### src/rtl/rgb_pixel_packer.sv
// rgb_pixel_packer: packs 24-bit RGB pixels into a 32-bit AXI4-Stream.
// Four accepted pixels (12 bytes) become three words, earliest byte in
// tdata[7:0]. sof resynchronises the group and marks W0 with tuser; eol on
// the fourth pixel of a group marks W2 with tlast.
//
// Handshake: a pixel moves when valid && in_stream_ready; a word moves when
// out_stream_tvalid && out_stream_tready. The input is ready whenever the
// output register is empty or being drained this cycle, so every accepted
// pixel always has room for the (at most one) word it produces.
module rgb_pixel_packer (
   input  logic        aclk,
   input  logic        aresetn,
   input  logic [7:0]  r,
   input  logic [7:0]  g,
   input  logic [7:0]  b,
   input  logic        valid,
   input  logic        sof,
   input  logic        eol,
   output logic        in_stream_ready,
   output logic [31:0] out_stream_tdata,
   output logic [3:0]  out_stream_tkeep,
   output logic        out_stream_tlast,
   output logic        out_stream_tuser,
   output logic        out_stream_tvalid,
   input  logic        out_stream_tready
);

   // Position of the next pixel inside its 4-pixel group.
   logic [1:0]  phase;
   // Bytes carried over between pixels of a group, earliest byte in [7:0].
   logic [23:0] hold;
   // sof seen on P0 of the current group, pending for its W0.
   logic        sof_pend;

   logic        accept;
   logic [1:0]  eff_phase;
   logic        emit;
   logic [31:0] word;
   logic        word_last;
   logic        word_user;

   assign in_stream_ready  = !out_stream_tvalid || out_stream_tready;
   assign accept           = valid && in_stream_ready;
   // A sof pixel always starts a fresh group, discarding any partial bytes.
   assign eff_phase        = sof ? 2'd0 : phase;
   assign out_stream_tkeep = 4'hF;

   // Word assembly for the incoming pixel at its effective phase.
   always_comb begin
      emit      = 1'b0;
      word      = 32'h0;
      word_last = 1'b0;
      word_user = 1'b0;
      case (eff_phase)
         2'd1: begin
            emit      = 1'b1;
            word      = {r, hold[23:0]};
            word_user = sof_pend;
         end
         2'd2: begin
            emit = 1'b1;
            word = {g, r, hold[15:0]};
         end
         2'd3: begin
            emit      = 1'b1;
            word      = {b, g, r, hold[7:0]};
            word_last = eol;
         end
         default: begin
            emit = 1'b0;
         end
      endcase
   end

   // Group state: phase counter, leftover bytes and pending sof.
   always_ff @(posedge aclk or negedge aresetn) begin
      if (!aresetn) begin
         phase    <= 2'd0;
         hold     <= 24'h0;
         sof_pend <= 1'b0;
      end else if (accept) begin
         phase <= eff_phase + 2'd1;
         case (eff_phase)
            2'd0: begin
               hold     <= {b, g, r};
               sof_pend <= sof;
            end
            2'd1: begin
               hold     <= {8'h00, b, g};
               sof_pend <= 1'b0;
            end
            2'd2: begin
               hold <= {16'h0000, b};
            end
            default: begin
               hold <= 24'h0;
            end
         endcase
      end
   end

   // Output register: load on an emitting accept, otherwise drain on tready.
   always_ff @(posedge aclk or negedge aresetn) begin
      if (!aresetn) begin
         out_stream_tvalid <= 1'b0;
         out_stream_tdata  <= 32'h0;
         out_stream_tlast  <= 1'b0;
         out_stream_tuser  <= 1'b0;
      end else if (accept && emit) begin
         out_stream_tvalid <= 1'b1;
         out_stream_tdata  <= word;
         out_stream_tlast  <= word_last;
         out_stream_tuser  <= word_user;
      end else if (out_stream_tready) begin
         out_stream_tvalid <= 1'b0;
      end
   end

endmodule

### config.mk
export PLATFORM = sky130hd
export DESIGN_NAME = rgb_pixel_packer
export DESIGN_NICKNAME = d
export VERILOG_FILES = /design/src/rtl/rgb_pixel_packer.sv
export SDC_FILE = /design/constraint.sdc
export NUM_CORES = 1
export LEC_CHECK = 0
export CORE_ASPECT_RATIO = 1.25
export CORE_MARGIN = 1.5
export CORE_UTILIZATION = 30
export CTS_CLUSTER_DIAMETER = 100
export DETAILED_ROUTE_END_ITERATION = 8
export HOLD_SLACK_MARGIN = 0.15
export SLEW_MARGIN = 20
export SYNTH_ARGS = -nofsm -noshare
export SYNTH_HDL_FRONTEND = slang
export SYNTH_SLANG_ARGS = --single-unit
### constraint.sdc
create_clock -name aclk -period 1.6 [get_ports aclk]
set_input_delay 0.32 -clock aclk [delete_from_list [all_inputs] [get_ports aclk]]
set_output_delay 0.32 -clock aclk [all_outputs]
set_load 0.005 [all_outputs]
== Word-level counts from Yosys, hierarchy flattened ==
Cells that the tools add are included.

* Register bits after elaboration: 62
* Output and inout port bits: 40
* Input bits: 30

* Add/subtract/negate cells: 1
* Eq/ne operators: 3
* Reductions and logical operators: 9
* Multiplexer cells: 9

{| class="wikitable"
|+ Operators with widths
! cell !! count
|-
| $pmux 32 s3 || 1
|-
| $pmux 24 s3 || 1
|-
| $mux 1 || 5
|-
| $eq 2x2->1 const B || 2
|-
| $reduce_bool 2->1 || 2
|-
| $reduce_or 3->1 || 1
|-
| $add 2x1->2 const B || 1
|-
| $eq 2x1->1 const B || 1
|-
| $logic_and 1x1->1 || 2
|-
| $logic_not 2->1 || 1
|-
| $mux 2 || 1
|-
| $pmux 1 s2 || 1
|-
| $reduce_and 2->1 || 1
|-
| $logic_not 1->1 || 1
|-
| $logic_or 1x1->1 || 1
|}

== Logic depth before layout (Yosys ltp) ==
Gate-level depths: netlist of the first run.

* Word-level depth: 6
* Depth in mapped cells: 8

== Worst setup path before layout of the first run ==
No wires, ideal clock.

* Kind: register -> register
* Start point: reg phase[1]
* End point: reg out_stream_tdata[10]
* Stages on the path, launching flop included: 9
* Slack: -0.092 ns
* Data arrival time: 1.569 ns
* Required time: 1.477 ns
* Cells stage by stage: dfrtp_1 > nand2b_1 > inv_1 > ha_1 > buf_2 > or2_2 > clkbuf_1 > a22oi_1 > o2bb2ai_1

* Word-level cells in the longest chain between the ends: 5
* Elaborated cells on any way between the ends: 8

{| class="wikitable"
|+ Ends and longest elaborated chain
! element !! RTL line !! text
|-
| from (decl) || 29 || <nowiki>logic [1:0] phase;</nowiki>
|-
| from (signal assigned) || 82 || <nowiki>phase <= eff_phase + 2'd1;</nowiki>
|-
| $mux 2 * || 45 || <nowiki>assign eff_phase = sof ? 2'd0 : phase;</nowiki>
|-
| $eq 2x2->1 / $eq 2x1->1 (equally long branches) || 54 || <nowiki>case (eff_phase)</nowiki>
|-
| $reduce_or 3->1 (no line) || n/a ||
|-
| $mux 1 || 54 ||
|-
| $logic_and 1x1->1 || 109 || <nowiki>end else if (accept && emit) begin</nowiki>
|-
| to (signal assigned) || 111 || <nowiki>out_stream_tdata <= word;</nowiki>
|-
| to (decl) || 20 || <nowiki>output logic [31:0] out_stream_tdata,</nowiki>
|}

Mark *: on every way between the ends. The rest lies on a longest branch, timed or not.
A chain may end at the register's enable or synchronous reset.

== Worst setup path in the final report of the first run ==
* Start point: reg phase[0]
* End point: reg out_stream_tdata[27]

Same word-level chain as after synthesis.

==> results of run 1 <==
[cell families after synthesis]
logic type	share of synthesized area [%]
AO/OA/AOI/OAI	33.0
flip-flops	53.0
buffers and inverters	5.94
AND/OR/NAND/NOR	5.94
adder cells (fa/ha/maj)	1.28
multiplexers	0.726
other	0.128
[cell type report]
| cell class | count | area, sq um |
|---|---|---|
| fillers | 867 | 4960 |
| flip-flops and latches | 62 | 1550 |
| multi-input cells | 137 | 1400 |
| repair buffers | 110 | 1190 |
| clock buffers | 9 | 225 |
| well taps | 126 | 158 |
| clock inverters | 6 | 63.8 |
| inverters | 3 | 11.3 |
[through the flow]
| stage | cell area, sq um | hold slack [ps] | utilization (%) | worst slack, ps | instances |
|---|---|---|---|---|---|
| after floorplan | 3020 | 24.4 | - | 1.78 | 229 |
| after global placement | 4080 | 359 | 42.7 | -629 | 433 |
| after detailed placement | 4080 | 361 | 42.7 | -657 | 433 |
| after CTS | 4450 | 492 | 46.6 | -105 | 451 |
| after global routing | 4600 | 518 | 48.1 | -143 | 453 |
| final | 4600 | 488 | 48.1 | -111 | 453 |
[critical path: stages, from the launching register on]
cell       delay (ps)
dfrtp_1           370
and2b_1           190
ha_2              200
buf_12            160
a222oi_1          440
buf_4             190
o2bb2ai_1          50
[cells in the final DEF (no fill, tap or decap), drive strengths merged, types with 3 or more instances in the layout]
cell and instances:
clkinv 3, a22oi 16, ha 3, inv 3
buf 44, nand2 5, conb 4, a22o 9
o2bb2ai 49, a222oi 24, clkbuf 10, clkdlybuf4s50 62
nand3 9, dfrtp 62
[where the power goes]
group / switching, mW / internal [mW] / total [mW]
sequential: 0.333 / 2.01 / 2.35
clock: 0.698 / 1.19 / 1.89
combinational: 1.13 / 1.54 / 2.67
[metal layers]
layer	share of wire, %	up-vias	GRT usage [%]	routed length [um]
li1	-	1127	-	-
met1	44	1254	23.9	4000
met2	49	115	28.3	4430
met3	5.9	9	3.60	539
met4	1.5	0	8.23	134
met5	0	-	0	0
[sequential cells by signal, indices dropped and copies added (netlist names)]
register,cells
hold,24
out_stream_tdata,32
out_stream_tlast,1
out_stream_tuser,1
out_stream_tvalid,1
phase,2
sof_pend,1
[worst max-delay path by stage]
| stage | start | to | slack, ps | cells after the start |
|---|---|---|---|---|
| after floorplan | phase[0]$_DFFE_PN0P_ | out_stream_tdata[29]$_DFFE_PN0P_ | 2 | 6 |
| final | phase[0]$_DFFE_PN0P_ | out_stream_tdata[27]$_DFFE_PN0P_ | -110 | 6 |
| after detailed placement | sof | out_stream_tdata[27]$_DFFE_PN0P_ | -660 | 8 |
| after global placement | sof | out_stream_tdata[27]$_DFFE_PN0P_ | -630 | 8 |
| after global routing | phase[0]$_DFFE_PN0P_ | out_stream_tdata[27]$_DFFE_PN0P_ | -140 | 7 |
| after CTS | phase[0]$_DFFE_PN0P_ | out_stream_tdata[27]$_DFFE_PN0P_ | -110 | 6 |
[timing repair]
item / CTS / global route
buffers inserted: 1 / 0
resized for setup: 11 / 21
hold endpoints to repair: 62 / 0
hold buffers: 1 / 0
setup endpoints to repair: 52 / 40
cloned: 1 / 2
pin swaps: 3 / 15
==> flow_summary.json, run 1 <==
{
  "final_antenna_net_count": 0,
  "ir_drop_v": 0.000629,
  "routed_wirelength_um": 9110,
  "synth_edf_count": 0,
  "start_util_pct": 30.6,
  "crit_path_end_kind": "flip-flop",
  "port_buffers": 65,
  "yosysTopAreaCell": "dfrtp_1",
  "synth_common_cells": "62 x dfrtp_1, 39 x o2bb2ai_1, 24 x a222oi_1",
  "timing.rr.end": "out_stream_tdata[27]$_DFFE_PN0P_",
  "die_y_um": 113,
  "arrival_ps": 1920,
  "antenna_cells": 0,
  "setup.worst_path.class": "reg -> reg",
  "r2r_setup_slack_ps": -110,
  "leakagePower_nw": 1.88,
  "worstRegToRegCells": 6,
  "seq_area_frac_synth_pct": 53.0,
  "overflow": 0,
  "grt_max_degree": 63,
  "root_buffer": "clkbuf_16",
  "insertion_delay_ps": 320,
  "drive_gt1_share_pct": 32.7,
  "tns_ps": -472,
  "worst_slack_ps": -111,
  "path_max_fanout": 31,
  "path_clk_slew_ps": 50,
  "violations": "design-rule violations, negative setup slack",
  "grt_util_all_layers_pct": 18.0,
  "drc": 2,
  "yosys_register_bits": 62,
  "rows": 40,
  "yosysTopAreaCellShare_pct": 53.0,
  "dieArea_sq_um": 10400,
  "drv_slew": 0,
  "hp-class": "reg -> reg",
  "syn_inst": 226,
  "setup_viol": 23,
  "run_status": "finished with violations",
  "reg2reg_from": "phase[0]$_DFFE_PN0P_",
  "power_density_nw_per_um2": 1500,
  "cts_max_path_buffers": 2,
  "cts_sinks": 62,
  "worstHoldStart": "out_stream_tdata[12]$_DFFE_PN0P_",
  "core_sq_um": 9560,
  "detail_route.wl_per_cell_um": 20.1,
  "rsz0062_at_grt": "yes",
  "power_mw": 6.90,
  "drt_iter0_drc": 299,
  "grt_pass1_vias": 2629,
  "cts_made_buffers": 9,
  "synthMostInstantiatedCell": "dfrtp_1",
  "grt_pass1_wl_um": 14200,
  "fmax_mhz": 584,
  "worstHoldPathCells": 1,
  "critical_path_required_ps": 1810,
  "via_per_inst": 5.53,
  "avgSynthCellArea_sq_um": 13.0,
  "period_share_pct": 107,
  "die_width_um": 91.4,
  "yosysWarnings": 0,
  "async_flop_share_pct": 100,
  "dr_total_vias": 2505,
  "gp_congestion": 0.832,
  "yosysUniqueCellTypes": 30,
  "finalHoldViolCount": 0,
  "maxCapViolations": 0,
  "htree_levels": 3,
  "startpoint_type": "flip-flop",
  "netlist_area_sq_um": 2930,
  "nets": 356,
  "finalCriticalPeriod_ps": 1710,
  "synth_area_leaders": "dfrtp_1 53%, o2bb2ai_1 12%, a222oi_1 8.2%",
  "tritoncts": "yes",
  "min_to": "out_stream_tdata[12]$_DFFE_PN0P_",
  "dp_hpwl_um": 5920,
  "ys.flop_type": "dfrtp_1",
  "ios": 70,
  "antenna_found_initial": 0,
  "fin_worst_skew_ps": 2.64,
  "synthToLayoutAreaGrowth_pct": 57.1,
  "drtPass1Iterations": 9
}
Power figures use the tool's default switching activity.
==> run 2, diff against run 1 <==
CORE_ASPECT_RATIO = 0.5   (was 1.25)
TNS_END_PERCENT = 1   (was unset)
==> flow_summary.json, run 2 (synthesis gave the netlist of run 1 again) <==
{
  "core_sq_um": 9450,
  "via_per_inst": 5.42,
  "power_frac_comb_pct": 36.7,
  "drc": 7,
  "crit_cells": 6,
  "power_mw": 6.96,
  "switching_power_mw": 2.13,
  "power_density_nw_per_um2": 1550,
  "cts_made_buffers": 9,
  "overflow": 0,
  "grt_util_all_layers_pct": 17.4,
  "drt_iter0_drc": 361,
  "ios": 70,
  "timing.rr.end": "hold[4]$_DFFE_PN0P_",
  "dieArea_sq_um": 10400,
  "reg2reg_from": "phase[0]$_DFFE_PN0P_",
  "top_register": "out_stream_tdata",
  "critical_path_required_ps": 1810,
  "cp_cell_sequence": "and2b_1, ha_2, buf_12, a222oi_1, buf_4, o2bb2ai_2",
  "final_area_sq_um": 4500,
  "max_stage_delay_ps": 470,
  "gp_congestion": 0.831,
  "final_antenna_net_count": 0,
  "fin_hold_ws_ps": 486,
  "worst_slack_ps": -141,
  "hp-class": "reg -> reg",
  "crit_start": "phase[0]$_DFFE_PN0P_",
  "path_clk_slew_ps": 60,
  "die_width_um": 143,
  "grt_pass1_wl_um": 13700,
  "dp_hpwl_um": 6040,
  "drtPass1Iterations": 9,
  "period_share_pct": 109,
  "antenna_cells": 0,
  "grt_pass1_vias": 2491,
  "reg_top3": "out_stream_tdata: 32 flops, hold: 24 flops, phase: 2 flops",
  "post-place-ws_ps": -755,
  "crit_path_end_kind": "flip-flop",
  "cts_max_path_buffers": 2,
  "worst_path_max_delay_cell": "a222oi_1",
  "arrival_ps": 1950,
  "startpoint_type": "flip-flop",
  "rows": 25,
  "pwr-share-seq_pct": 33.4,
  "synthToLayoutAreaGrowth_pct": 53.5,
  "cpLargestDelayFamily": "compound AO/OA/AOI/OAI gates",
  "switching_share_pct": 30.6,
  "htree_levels": 3,
  "finish.utilization_pct": 47.6,
  "maxCapViolations": 0,
  "drive_gt1_share_pct": 29.8,
  "cp_num_buf_inv": 2,
  "start_util_pct": 31.0,
  "die_y_um": 72.9,
  "tritoncts": "yes",
  "final_cell_mix": "62 x dfrtp_1, 62 x clkdlybuf4s50_1, 35 x o2bb2ai_1, 34 x buf_4, 24 x a222oi_1",
  "setup_viol": 37,
  "dpl-instance-area_sq_um": 4110,
  "ir_drop_v": 0.000747,
  "routed_wirelength_um": 8710,
  "grt_max_degree": 63,
  "port_buffers": 65,
  "fmax_mhz": 574,
  "largest_reg_flops": 32,
  "detail_route.wl_per_cell_um": 18.8,
  "clockPowerShare_pct": 30.0,
  "r2r_setup_slack_ps": -140,
  "violations": "design-rule violations, negative setup slack",
  "finalHoldViolCount": 0,
  "run_status": "finished with violations",
  "antenna_found_initial": 0,
  "path_max_fanout": 27,
  "dr_total_vias": 2513,
  "worstSetupEndpoint": "hold[4]$_DFFE_PN0P_",
  "setup.worst_path.class": "reg -> reg",
  "finalCriticalPeriod_ps": 1740,
  "rsz0062_at_grt": "yes",
  "leakagePower_nw": 1.87,
  "fin_worst_skew_ps": 4.99,
  "nets": 357,
  "power.internal_mw": 4.83,
  "worstRegToRegCells": 6,
  "root_buffer": "clkbuf_16",
  "drv_slew": 0,
  "cts_sinks": 62,
  "insertion_delay_ps": 330
}
run 2: cell count changes in the layout (fill, tap and decap cells not counted), moves of 5 or more:
cell       previous run  this run
buf_4                24        34
buf_6                 6         1
o2bb2ai_2            22        14
o2bb2ai_1            27        35
run 2: power by group through the flow:
stage	combinational [mW]	clock (mW)	sequential (mW)
6_report	2.55	2.09	2.32
4_1_cts	2.55	2.11	2.32
3_5_place_dp	2.48	0	2.32
2_1_floorplan	1.17	0	2.30
3_3_place_gp	2.43	0	2.32
5_1_grt	2.73	2.17	2.37
run 2: stage by stage:
step                      setup TNS [ps]  instances
after floorplan                     -314        229
after global placement            -26610        446
after detailed placement          -30870        446
after CTS                          -1420        464
after global routing               -3710        464
final                              -1570        464
run 2: worst register-to-register path: stages, from the launching register on:
cell and delay [ps]:
dfrtp_1 370, and2b_1 180, ha_2 190, buf_12 160, a222oi_1 480, buf_4 200, o2bb2ai_2 50
run 2: cell type report:
| cell class | instances | area [sq um] |
|---|---|---|
| fill | 850 | 4950 |
| sequential | 62 | 1550 |
| multi-input combinational | 136 | 1310 |
| timing repair buffer | 112 | 1140 |
| clock buffer | 10 | 229 |
| tap | 135 | 169 |
| clock inverter | 6 | 86.3 |
| inverter | 3 | 11.3 |
run 2: worst min path at each step:
stage	from	endpoint	depth (start not counted)
final	out_stream_tdata[11]$_DFFE_PN0P_	out_stream_tdata[11]$_DFFE_PN0P_	1
after global routing	out_stream_tdata[8]$_DFFE_PN0P_	out_stream_tdata[8]$_DFFE_PN0P_	1
after CTS	out_stream_tdata[10]$_DFFE_PN0P_	out_stream_tdata[10]$_DFFE_PN0P_	1
after detailed placement	aresetn	phase[1]$_DFFE_PN0P_	2
after global placement	aresetn	phase[1]$_DFFE_PN0P_	2
after floorplan	aresetn	hold[0]$_DFFE_PN0P_	0
run 2: timing repair:
action                                  in CTS  in global routing
pin swaps                                   11                  4
setup buffers                                1                  0
gates resized for setup                     13                  2
endpoints found under the setup margin      48                 41
hold buffers                                 1                  0
hold endpoints to repair                    62                  0
run 2: layer usage:
| metal | track usage, % | routed length (um) | share of wire [%] |
|---|---|---|---|
| met5 | 0 | 0 | 0 |
| met4 | 4.81 | 87 | 1.0 |
| met3 | 4.59 | 507 | 5.8 |
| met2 | 28.4 | 4130 | 47 |
| met1 | 23.0 | 3980 | 46 |
